<file path="src/rtl/fma_pkg.sv">
// fma_pkg: shared constants, operand struct and bias helper for the FMA front end.
// Contents: class-bit indices, default format widths, unpacked-operand struct, one_exp().
package fma_pkg;

    localparam int CLS_ZERO = 0;
    localparam int CLS_SUBN = 1;
    localparam int CLS_INF  = 2;
    localparam int CLS_NAN  = 3;
    localparam int CLS_SNAN = 4;

    localparam int FMA_NE = 5;
    localparam int FMA_NF = 10;

    typedef struct packed {
        logic              sign;
        logic [FMA_NE-1:0] exp;
        logic [FMA_NF:0]   sig;
        logic [4:0]        cls;
    } operand_t;

    // Biased exponent of +1.0 for an ne-bit exponent field.
    function automatic int one_exp(input int ne);
        return (1 << (ne - 1)) - 1;
    endfunction

endpackage

</file>
<file path="src/rtl/fma_operand_classify.sv">
// fma_operand_classify: combinational field split and class vector for one operand.
// Ports: a (operand in); s (sign), e (exponent, subnormals as 1), m (significand with hidden bit),
//        cls ({snan, nan, inf, subn, zero}).
module fma_operand_classify
    import fma_pkg::*;
#(
    parameter int NE = 5,
    parameter int NF = 10
) (
    input  logic [NE+NF:0] a,
    output logic           s,
    output logic [NE-1:0]  e,
    output logic [NF:0]    m,
    output logic [4:0]     cls
);

    logic [NE-1:0] ef;
    logic [NF-1:0] f;
    logic          ez, emax, fz;

    assign {s, ef, f} = a;
    assign ez   = ef == '0;
    assign emax = &ef;
    assign fz   = f == '0;
    // Subnormals share the minimum normal exponent so downstream alignment needs no special case.
    assign e    = ez ? NE'(!fz) : ef;
    assign m    = {!ez, f};

    always_comb begin
        cls           = '0;
        cls[CLS_ZERO] = ez & fz;
        cls[CLS_SUBN] = ez & !fz;
        cls[CLS_INF]  = emax & fz;
        cls[CLS_NAN]  = emax & !fz;
        cls[CLS_SNAN] = emax & !fz & !f[NF-1];
    end

endmodule

</file>
<file path="src/rtl/fma_operand_unpack.sv">
// fma_operand_unpack: pipelined operand substitution, unpack and special-case flagging for the FMA.
// Ports: clk/reset (sync, active-high)/flush; in_valid/in_ready with x, y, z, mul, add, negp, negz;
//        out_valid/out_ready with ps, zs, xe/ye/ze, xm/ym/zm, x_cls/y_cls/z_cls, invalid, any_nan, any_snan.
module fma_operand_unpack
    import fma_pkg::*;
#(
    parameter int NE     = 5,
    parameter int NF     = 10,
    parameter int STAGES = 2
) (
    input  logic             clk,
    input  logic             reset,
    input  logic             flush,
    input  logic             in_valid,
    output logic             in_ready,
    input  logic [NE+NF:0]   x,
    input  logic [NE+NF:0]   y,
    input  logic [NE+NF:0]   z,
    input  logic             mul,
    input  logic             add,
    input  logic             negp,
    input  logic             negz,
    output logic             out_valid,
    input  logic             out_ready,
    output logic             ps,
    output logic             zs,
    output logic [NE-1:0]    xe,
    output logic [NE-1:0]    ye,
    output logic [NE-1:0]    ze,
    output logic [NF:0]      xm,
    output logic [NF:0]      ym,
    output logic [NF:0]      zm,
    output logic [4:0]       x_cls,
    output logic [4:0]       y_cls,
    output logic [4:0]       z_cls,
    output logic             invalid,
    output logic             any_nan,
    output logic             any_snan
);

    localparam int W = 2 + 3*NE + 3*(NF+1) + 15 + 3;
    localparam logic [NE+NF:0] Y_ONE = {1'b0, NE'(one_exp(NE)), NF'(0)};

    logic [NE+NF:0] y_in, z_in;
    logic           xs_c, ys_c, zs_c, p_s, z_s, pinf, nan_in, snan_in, inv_in;
    logic [NE-1:0]  xe_c, ye_c, ze_c;
    logic [NF:0]    xm_c, ym_c, zm_c;
    logic [4:0]     xc, yc, zc;
    logic [W-1:0]   pay;

    logic [STAGES-1:0]        v;
    logic [STAGES-1:0][W-1:0] d;
    logic [STAGES-1:0]        rdy;

    // Identity operands turn the FMA into a plain multiply (z=+0) or add (y=+1.0).
    assign y_in = mul ? y : Y_ONE;
    assign z_in = add ? z : '0;

    fma_operand_classify #(.NE(NE), .NF(NF)) u_x (.a(x),    .s(xs_c), .e(xe_c), .m(xm_c), .cls(xc));
    fma_operand_classify #(.NE(NE), .NF(NF)) u_y (.a(y_in), .s(ys_c), .e(ye_c), .m(ym_c), .cls(yc));
    fma_operand_classify #(.NE(NE), .NF(NF)) u_z (.a(z_in), .s(zs_c), .e(ze_c), .m(zm_c), .cls(zc));

    assign p_s     = xs_c ^ ys_c ^ negp;
    assign z_s     = zs_c ^ negz;
    assign nan_in  = xc[CLS_NAN] | yc[CLS_NAN] | zc[CLS_NAN];
    assign snan_in = xc[CLS_SNAN] | yc[CLS_SNAN] | zc[CLS_SNAN];
    assign pinf    = (xc[CLS_INF] | yc[CLS_INF]) & !xc[CLS_NAN] & !yc[CLS_NAN];
    // inf*0, or inf - inf where product and addend infinities have opposite effective signs.
    assign inv_in  = (xc[CLS_INF] & yc[CLS_ZERO]) | (xc[CLS_ZERO] & yc[CLS_INF])
                   | (pinf & zc[CLS_INF] & (p_s != z_s) & !nan_in) | snan_in;

    assign pay = {p_s, z_s, xe_c, ye_c, ze_c, xm_c, ym_c, zm_c, xc, yc, zc, inv_in, nan_in, snan_in};

    for (genvar g = 0; g < STAGES; g++) begin : g_st
        // Bits below g forced high so the AND covers only stages g..last: stage g can load
        // whenever any stage downstream of it (inclusive) has a bubble or the output drains.
        localparam logic [STAGES-1:0] LOW = STAGES'((1 << g) - 1);
        logic         vin;
        logic [W-1:0] din;
        if (g == 0) begin : g_first
            assign vin = in_valid;
            assign din = pay;
        end else begin : g_next
            assign vin = v[g-1];
            assign din = d[g-1];
        end
        assign rdy[g] = out_ready | ~&(v | LOW);
        always_ff @(posedge clk) begin
            if (reset) begin
                v[g] <= 1'b0;
                d[g] <= '0;
            end else if (flush) begin
                v[g] <= 1'b0;
            end else if (rdy[g]) begin
                v[g] <= vin;
                d[g] <= din;
            end
        end
    end

    assign in_ready  = rdy[0] & !flush;
    assign out_valid = v[STAGES-1];
    assign {ps, zs, xe, ye, ze, xm, ym, zm, x_cls, y_cls, z_cls, invalid, any_nan, any_snan} = d[STAGES-1];

endmodule
</file>
<file path="config.mk">
export PLATFORM = sky130hd
export DESIGN_NAME = fma_operand_unpack
export DESIGN_NICKNAME = d
export VERILOG_FILES = /design/src/rtl/fma_pkg.sv /design/src/rtl/fma_operand_classify.sv /design/src/rtl/fma_operand_unpack.sv
export SDC_FILE = /design/constraint.sdc
export NUM_CORES = 1
export LEC_CHECK = 0
export CAP_MARGIN = 20
export CORE_MARGIN = 2
export CORE_UTILIZATION = 40
export DETAILED_ROUTE_END_ITERATION = 8
export PLACE_DENSITY = 0.67
export SYNTH_ARGS = -nofsm -noshare
export SYNTH_HDL_FRONTEND = slang
export SYNTH_HIERARCHICAL = 1
export SYNTH_SLANG_ARGS = --single-unit
</file>
<file path="constraint.sdc">
create_clock -name clk -period 2.6 [get_ports clk]
set_input_delay 0.52 -clock clk [delete_from_list [all_inputs] [get_ports clk]]
set_output_delay 0.52 -clock clk [all_outputs]
set_load 0.01 [all_outputs]
</file>
==> out/qor.csv, run 1 <==
stage;metric;value;unit
setup_path;max_stage_delay;0.55;ns
cts;cts_tree;done;
global_routing;grt_start_max_net_pins;71;
setup_path;crit_chain;dlygate4sd2_1, buf_6, and2_1, or4_4, nor4_4, buf_4, nor2_1, nor3_2, o2111ai_1, a311oi_1;
placement;place_inst;978;
floorplanning;die_w;122;µm
floorplanning;initial_core_util;0.406;
synthesis;yosysUniqueCellTypes;32;
drt;dr_total_vias;4937;
synthesis;synth_area_per_cell;7.73;µm²
cts;clock-sinks;138;
drt;wl;14100;µm
timing;fin_crit;2.54;ns
cts;h-tree-depth;4;
layout;filler_cell_count;1346;
global_routing;antenna_found_initial;0;
cts;ctsRootBufferMaster;clkbuf_16;
setup_path;r2r_cells;6;
timing;tns;0;ns
timing;finalCritPeriodShare;0.976;
layout;final_cell_mix;nand2_1 (266), dfxtp_1 (138), a21oi_1 (133);
power_and_ir_drop;p_leak;0.00273;µW
floorplanning;row_count;43;
layout;layoutNonFillerInstCount;1014;
timing;whs;0.451;ns
floorplanning;die-area;15000;µm²
synthesis;synth_top_cell_by_area;dfxtp_1;
floorplanning;die_h;122;µm
cts;cts_buffers;17;
synthesis;yosys-top-cells-area;dfxtp_1 (49%), nand2_1 (18%), a21oi_1 (12%);
synthesis;ys.flop_type;dfxtp_1;
setup_path;required;2.92;ns
worst_hold_path;hold_path_depth;2;
setup_path;crit_type;in2reg;
timing;hold_violations;0;
setup_path;critPathSlowestCell;or4_4;
timing;drv_slew;0;
synthesis;yosysWarnings;6;
setup_path;worstPathMaxFanout;5;
layout;layout_commonest_cell;nand2_1;
power_and_ir_drop;cellPowerDensity;653;nW/µm²
timing;rsz0062_at_grt;false;
synthesis;ys_ff_latch;138;
drt;vias_per_cell;4.87;
timing;setup_viol;0;
setup_path;worst_ep_arrival_time;2.85;ns
timing;layout_setup_ws;0.0634;ns
placement;preCtsSetupSlack;-0.586;ns
setup_path;startpoint_type;input pin;
cts;cts_buffer_depth;2;
drt;wl_per_cell;13.9;µm
synthesis;async_reset_ff_frac;0;
cts;clock_latency;0.42;ns
setup_path;reg2reg_slack;0.82;ns
drt;drc;0;
flow_run;cap_violations;0;
floorplanning;pin_count;127;
setup_path;crit_cells;10;
synthesis;synth_area;5600;µm²
layout;syn_to_final_growth;34.1;%
setup_path;r2r_start;out_valid;
global_routing;grt_pass1_vias;4735;
worst_hold_path;min_to;xe[3];
setup_path;critPathBufInv;3;
setup_path;rr_endpoint;g_st[1].din[2];
global_routing;track_usage;0.195;
drt;dr.pass1.iters;5;
synthesis;seq_area_frac_synth;0.494;
floorplanning;core-area;13800;µm²
synthesis;synth_edf_count;0;
layout;drive_above_1_share;0.108;
global_routing;gr-total-overflow;0;
cts;cts_hold_buf;0;
cts;path_clk_slew;0.06;ns
drt;drt_iter0_drc;269;
timing;fin_worst_skew;0.00785;ns
setup_path;end_kind;register;
power_and_ir_drop;peakVddDrop;441;µV
worst_hold_path;worstHoldStart;g_st[1].din[64];
timing;tightest_slew;0.729;ns
synthesis;syn-num-nets;781;
timing;fmax;394;MHz
status;status;finished clean;
global_routing;grt_pass1_wl;22700;µm
placement;dp_hpwl;9550;µm
worst_hold_path;min_path_type;reg2reg;
placement;gp_congestion;0.858;
drt;ant_nets;0;
layout;nets;877;
layout;postLayoutCoreUtil;0.545;
synthesis;yosysTopAreaCellShare;0.494;
setup_path;cpLargestDelayFamily;simple AND/OR/NAND/NOR gates;
placement;io_buffers;126;
synthesis;syn_inst;724;
timing;worst_slew_margin_rel;0.514;
==> logic make-up after synthesis <==
| group | count (synthesis) | share of synthesized area |
|---|---|---|
| XOR/XNOR | 3 | 0.00716 |
| AND/OR/NAND/NOR | 349 | 0.276 |
| AO/OA/AOI/OAI | 141 | 0.130 |
| multiplexers | 1 | 0.00179 |
| buffers and inverters | 92 | 0.0912 |
| flip-flops | 138 | 0.494 |
==> cells in the mapped netlist (3+ instances only) <==
| library cell | number |
|---|---|
| buf_4 | 40 |
| dfxtp_1 | 138 |
| or4_4 | 3 |
| nor3_1 | 10 |
| nor2b_1 | 3 |
| nand3_1 | 3 |
| and3_1 | 3 |
| and2_1 | 28 |
| a21oi_1 | 133 |
| or4_1 | 3 |
| nor2_1 | 15 |
| buf_2 | 12 |
| nor4_4 | 3 |
| clkbuf_1 | 39 |
| o21bai_1 | 3 |
| nand2b_1 | 5 |
| nand2_1 | 266 |
| and4_1 | 3 |
==> metal layers <==
metal | track usage | part of all wire | vias to the layer above
met5 | 0 | 0 | -
li1 | - | - | 2497
met1 | 0.237 | 0.44 | 2307
met2 | 0.325 | 0.49 | 112
met4 | 0.0941 | 0.022 | 0
met3 | 0.0479 | 0.046 | 21
==> sequential cells by signal, summed over array words and instances, names as in the netlist <==
register / cells
xm: 11
ps: 1
zs: 1
y_cls: 5
ye: 5
any_nan: 1
out_valid: 1
x_cls: 5
ze: 5
xe: 5
z_cls: 5
g_st.din: 68
g_st.vin: 1
zm: 11
any_snan: 1
ym: 11
invalid: 1
==> area by class of cell <==
class | count | area (µm²) | share of cell area
clock inverter | 14 | 113 | 0.0150
clock buffer | 18 | 439 | 0.0585
sequential | 138 | 2760 | 0.368
inverter | 1 | 3.75 | 0.000500
timing repair buffer | 168 | 1610 | 0.215
tap | 180 | 225 | 0.0300
antenna | 1 | 2.50 | 0.000333
multi-input combinational | 494 | 2350 | 0.313
==> power by group <==
part           switching (µW)  internal (µW)  leakage (µW)
Combinational             244            227       0.00134
Clock                     954           1260      0.000268
Sequential               34.0           2180       0.00112
Total                    1230           3670       0.00273
==> worst max path at each step <==
stage / start / end
after floorplan: add / g_st[1].din[2]
after global placement: add / g_st[1].din[2]
after detailed placement: add / g_st[1].din[2]
after CTS: add / g_st[1].din[2]
after global routing: add / g_st[1].din[2]
final: add / g_st[1].din[2]
==> stage by stage <==
step | cell area, µm² | total power [µW]
after global placement | 6910 | 2720
after CTS | 7500 | 4960
final | 7500 | 4900
after floorplan | 5600 | 2540
after detailed placement | 6910 | 2730
after global routing | 7500 | 5100
==> timing repair <==
| action | in CTS | in global routing |
|---|---|---|
| setup buffers | 2 | 0 |
| setup endpoints to repair | 1 | 0 |
| resized for setup | 7 | 0 |
==> worst min-delay path, delay by kind of cell (launching register included) <==
| family | cells | cell delay, ns |
|---|---|---|
| AND/OR/NAND/NOR | 1 | 0.05 |
| flip-flops | 1 | 0.31 |
| AO/OA/AOI/OAI | 1 | 0.05 |
Power figures use the tool's default switching activity.
==> run 2, diff against run 1 <==
--- a/config.mk
+++ b/config.mk
@@ -10,6 +10,7 @@
 export CORE_UTILIZATION = 40
 export DETAILED_ROUTE_END_ITERATION = 8
 export PLACE_DENSITY = 0.67
+export SKIP_CTS_REPAIR_TIMING = 1
 export SYNTH_ARGS = -nofsm -noshare
 export SYNTH_HDL_FRONTEND = slang
 export SYNTH_HIERARCHICAL = 1
==> out/qor.csv, run 2 (synthesis gave the netlist of run 1 again) <==
stage;metric;value;unit;change
status;status;finished clean;;
drt;wl_per_cell;13.9;µm;-0.23%
drt;ant_nets;0;;unchanged
drt;drt_iter0_drc;246;;-8.6%
timing;fin_crit;2.49;ns;-0.0461 ns
cts;cts_buffer_depth;2;;unchanged
power_and_ir_drop;p_leak;0.00275;µW;+0.57%
cts;ctsRootBufferMaster;clkbuf_16;;
cts;path_clk_slew;0.06;ns;about the same
timing;fin_worst_skew;0.00739;ns;-0.000456 ns
layout;largest_reg_flops;68;;unchanged
timing;worst_slew_margin_rel;0.510;;-0.00331
global_routing;grt_pass1_vias;4697;;-0.80%
placement;dpl_cell_area;6910;µm²;unchanged
timing;setup_viol;0;;unchanged
cts;clock-sinks;138;;unchanged
cts;clock_latency;0.41;ns;about the same
floorplanning;initial_core_util;0.406;;unchanged
floorplanning;die_h;122;µm;unchanged
cts;h-tree-depth;4;;unchanged
drt;dr.pass1.iters;4;;-1
floorplanning;row_count;43;;unchanged
timing;hold_violations;0;;unchanged
cts;cts_buffers;17;;unchanged
floorplanning;pin_count;127;;unchanged
layout;layout_commonest_cell;nand2_1;;
setup_path;required;2.92;ns;about the same
global_routing;track_usage;0.192;;-0.00306
timing;tns;0;ns;unchanged
timing;drv_slew;0;;unchanged
worst_hold_path;min_path_type;reg2reg;;
drt;vias_per_cell;4.87;;+0.12%
layout;final_cell_mix;nand2_1 (266), dfxtp_1 (138), a21oi_1 (133);;
global_routing;grt_pass1_wl;22400;µm;-1.2%
global_routing;antenna_found_initial;0;;unchanged
layout;design_area;7510;µm²;about the same
timing;fmax;402;MHz;+1.8%
drt;wl;14100;µm;-0.23%
global_routing;grt_start_max_net_pins;71;;unchanged
setup_path;startpoint_type;input pin;;
floorplanning;core-area;13800;µm²;unchanged
drt;drc;0;;unchanged
setup_path;worstPathMaxFanout;4;;-1
setup_path;end_kind;register;;
layout;syn_to_final_growth;34.3;%;about the same
layout;drive_above_1_share;0.108;;unchanged
setup_path;crit_type;in2reg;;
placement;dp_hpwl;9550;µm;unchanged
flow_run;cap_violations;0;;unchanged
floorplanning;die-area;15000;µm²;unchanged
placement;gp_congestion;0.858;;unchanged
cts;cts_tree;done;;
timing;tightest_slew;0.734;ns;+0.00497 ns
timing;finalCritPeriodShare;0.958;;-0.0177
drt;dr_total_vias;4943;;+0.12%
placement;io_buffers;126;;unchanged
layout;nets;877;;unchanged
floorplanning;die_w;122;µm;unchanged
setup_path;worst_ep_arrival_time;2.81;ns;-0.04 ns
global_routing;gr-total-overflow;0;;unchanged
power_and_ir_drop;cellPowerDensity;653;nW/µm²;about the same
timing;rsz0062_at_grt;false;;
power_and_ir_drop;peakVddDrop;442;µV;+0.26%
==> run 2: cell count changes in the layout (fill, tap and decap cells not counted), sizes merged <==
cell,before,now
dlygate4sd2,2,0
dlymetal6s2s,0,2
==> run 2: path summary, 6_finish.rpt <==
kind | start | end | slack (ns) | cells past startpoint
max | z[1] | g_st[1].din[2] | 0.11 | 9
min | g_st[1].din[64] | xe[3] | 0.45 | 2
max reg2reg | out_valid | g_st[1].din[2] | 0.81 | 6
min reg2reg | g_st[1].din[64] | xe[3] | 0.45 | 2
==> run 2: metal layers <==
metal | GRT usage | wire, µm
met1 | 0.235 | 6290
met2 | 0.315 | 6820
met3 | 0.0479 | 654
met4 | 0.0970 | 329
met5 | 0 | 0
==> run 2: report_power, final <==
group | internal [µW] | switching, µW | total (µW)
Sequential | 2180 | 34.2 | 2220
Clock | 1260 | 954 | 2220
Combinational | 228 | 244 | 472
Total | 3670 | 1230 | 4900
==> run 2: final cells by class <==
class	instances	area, µm²
Timing Repair Buffer	168	1620
Fill cell	1341	6260
Multi-Input combinational cell	494	2350
Inverter	1	3.75
Clock inverter	14	113
Antenna cell	1	2.50
Tap cell	180	225
Sequential cell	138	2760
Clock buffer	18	439
==> run 2: per-stage QoR <==
| stage | setup WS, ns | hold slack (ns) | cells | total power, µW | util |
|---|---|---|---|---|---|
| floorplan | 0.0358 | 0.431 | 724 | 2540 | - |
| global placement | -0.464 | 0.437 | 978 | 2720 | 0.502 |
| detailed placement | -0.586 | 0.446 | 978 | 2730 | 0.502 |
| CTS | -0.123 | 0.454 | 1010 | 4950 | 0.542 |
| global route | 0.0314 | 0.466 | 1013 | 5100 | 0.545 |
| finish | 0.109 | 0.452 | 1014 | 4900 | 0.545 |
==> run 2: critical path, stage by stage <==
cell and delay (ns):
clkdlybuf4s50_1 0.39, and2_1 0.17, or4_4 0.54, nor4_4 0.31, buf_4 0.19, nor2_1 0.06
nor3_2 0.19, o2111ai_1 0.13, a311oi_1 0.30
==> run 3, diff against run 2 <==
--- a/config.mk
+++ b/config.mk
@@ -9,7 +9,7 @@
 export CORE_MARGIN = 2
 export CORE_UTILIZATION = 40
 export DETAILED_ROUTE_END_ITERATION = 8
-export PLACE_DENSITY = 0.67
+export PLACE_DENSITY = 0.64
 export SKIP_CTS_REPAIR_TIMING = 1
 export SYNTH_ARGS = -nofsm -noshare
 export SYNTH_HDL_FRONTEND = slang
==> constraint.sdc (replaced) <==
create_clock -name clk -period 3.1 [get_ports clk]
set_input_delay 0.62 -clock clk [delete_from_list [all_inputs] [get_ports clk]]
set_output_delay 0.62 -clock clk [all_outputs]
set_load 0.01 [all_outputs]
==> out/qor.csv, run 3 (synthesis gave the netlist of run 1 again) <==
stage;metric;value;unit;change
global_routing;antenna_found_initial;0;;unchanged
timing;finalCritPeriodShare;0.927;;
cts;path_clk_slew;0.06;ns;about the same
cts;h-tree-depth;4;;unchanged
drt;dr_total_vias;4829;;-2.3%
power_and_ir_drop;clkPwrFrac;0.485;;+0.033
timing;worst_slew_margin_rel;0.458;;-0.0522
layout;layout_commonest_cell;nand2_1;;
placement;io_buffers;126;;unchanged
floorplanning;die_w;122;µm;unchanged
timing;hold_violations;0;;unchanged
cts;cts_tree;done;;
layout;nets;854;;-2.6%
power_and_ir_drop;pwr-share-seq;0.429;;-0.023
timing;layout_setup_ws;0.228;ns;+0.118 ns
cts;clock-sinks;138;;unchanged
cts;cts_buffer_depth;2;;unchanged
drt;ant_nets;0;;unchanged
timing;rsz0062_at_grt;false;;
flow_run;cap_violations;0;;unchanged
timing;fmax;348;MHz;
layout;final_cell_mix;nand2_1 (266), dfxtp_1 (138), a21oi_1 (133);;
floorplanning;initial_core_util;0.406;;unchanged
layout;syn_to_final_growth;31.7;%;
timing;tightest_slew;0.813;ns;+0.0782 ns
power_and_ir_drop;power_switching;946;µW;-23%
floorplanning;die-area;15000;µm²;unchanged
drt;dr.pass1.iters;4;;unchanged
placement;dp_hpwl;9210;µm;-3.6%
layout;n_antenna_cell;0;;-1
cts;clock_latency;0.42;ns;about the same
setup_path;worst_ep_arrival_time;3.19;ns;+0.38 ns
setup_path;end_kind;register;;
power_and_ir_drop;cellPowerDensity;588;nW/µm²;-9.9%
power_and_ir_drop;intPower;3390;µW;-7.7%
power_and_ir_drop;combPwrFrac;0.086;;-0.010
global_routing;grt_pass1_vias;4500;;-4.2%
drt;wl;13600;µm;-3.5%
timing;fin_worst_skew;0.00836;ns;+0.000966 ns
cts;ctsRootBufferMaster;clkbuf_16;;
timing;fin_crit;2.87;ns;
setup_path;crit_type;in2reg;;
floorplanning;pin_count;127;;unchanged
global_routing;track_usage;0.189;;-0.00357
setup_path;required;3.42;ns;+0.50 ns
layout;drive_above_1_share;0.0743;;-0.0338
worst_hold_path;min_path_type;reg2reg;;
global_routing;grt_pass1_wl;21900;µm;-2.1%
power_and_ir_drop;p_leak;0.00263;µW;-4.2%
floorplanning;core-area;13800;µm²;unchanged
power_and_ir_drop;peakVddDrop;357;µV;-19%
placement;gp_congestion;0.806;;-6.1%
drt;vias_per_cell;4.89;;+0.26%
placement;preCtsSetupSlack;-0.183;ns;+0.402 ns
timing;setup_viol;0;;unchanged
drt;wl_per_cell;13.8;µm;-0.91%
setup_path;worstPathMaxFanout;9;;+5
timing;whs;0.451;ns;-0.00122 ns
timing;drv_slew;0;;unchanged
cts;cts_buffers;17;;unchanged
setup_path;startpoint_type;input pin;;
drt;drt_iter0_drc;280;;+14%
drt;drc;0;;unchanged
floorplanning;row_count;43;;unchanged
global_routing;gr-total-overflow;0;;unchanged
power_and_ir_drop;power_switching_share;0.218;;-0.0330
layout;postLayoutCoreUtil;0.535;;-0.0104
global_routing;grt_start_max_net_pins;80;;+13%
floorplanning;die_h;122;µm;unchanged
status;status;finished clean;;
layout;largest_reg_flops;68;;unchanged
-- run 3: area by class of cell --
cell class / count / area (µm²)
clock buffers: 24 / 512
clock inverters: 6 / 110
fillers: 1387 / 6400
inverters: 1 / 3.75
multi-input cells: 494 / 2330
flip-flops and latches: 138 / 2760
well taps: 180 / 225
repair buffers: 145 / 1430
-- run 3: through the flow --
| step | area [µm²] | setup TNS, ns | instances | power, µW |
|---|---|---|---|---|
| after CTS | 7370 | 0 | 988 | 4380 |
| after detailed placement | 6750 | -0.213 | 958 | 2270 |
| after global routing | 7370 | 0 | 988 | 4520 |
| after global placement | 6750 | -0.0571 | 958 | 2260 |
| after floorplan | 5600 | 0 | 724 | 2130 |
| final | 7370 | 0 | 988 | 4340 |
-- run 3: worst paths after layout --
check	start	end	slack (ns)	cells after the start
max reg2reg	out_valid	g_st[1].din[2]	1.31	6
max	add	g_st[1].din[2]	0.23	10
min reg2reg	g_st[1].din[40]	xm[0]	0.45	2
min	g_st[1].din[40]	xm[0]	0.45	2
-- run 3: power by group through the flow --
stage          combinational [µW]  clock (µW)  sequential (µW)
4_1_cts                       378        2140             1860
5_1_grt                       412        2240             1870
2_1_floorplan                 226           0             1900
3_3_place_gp                  369           0             1890
6_report                      373        2100             1860
3_5_place_dp                  377           0             1900
-- run 3: worst max-delay path: stages --
cell and delay (ns):
clkdlybuf4s50_1 0.39, buf_4 0.16, and2_1 0.16, or4_4 0.54, nor4_4 0.28, buf_4 0.19, nor2_1 0.06, nor3_1 0.31
o2111ai_1 0.17, a311oi_1 0.30
-- run 3: per-layer routing --
metal  up-vias  GRT usage  part of all wire
li1       2441          -                 -
met1      2235      0.246              0.45
met2       134      0.297              0.47
met3        19     0.0548             0.064
met4         0     0.0697             0.017
met5         -          0                 0
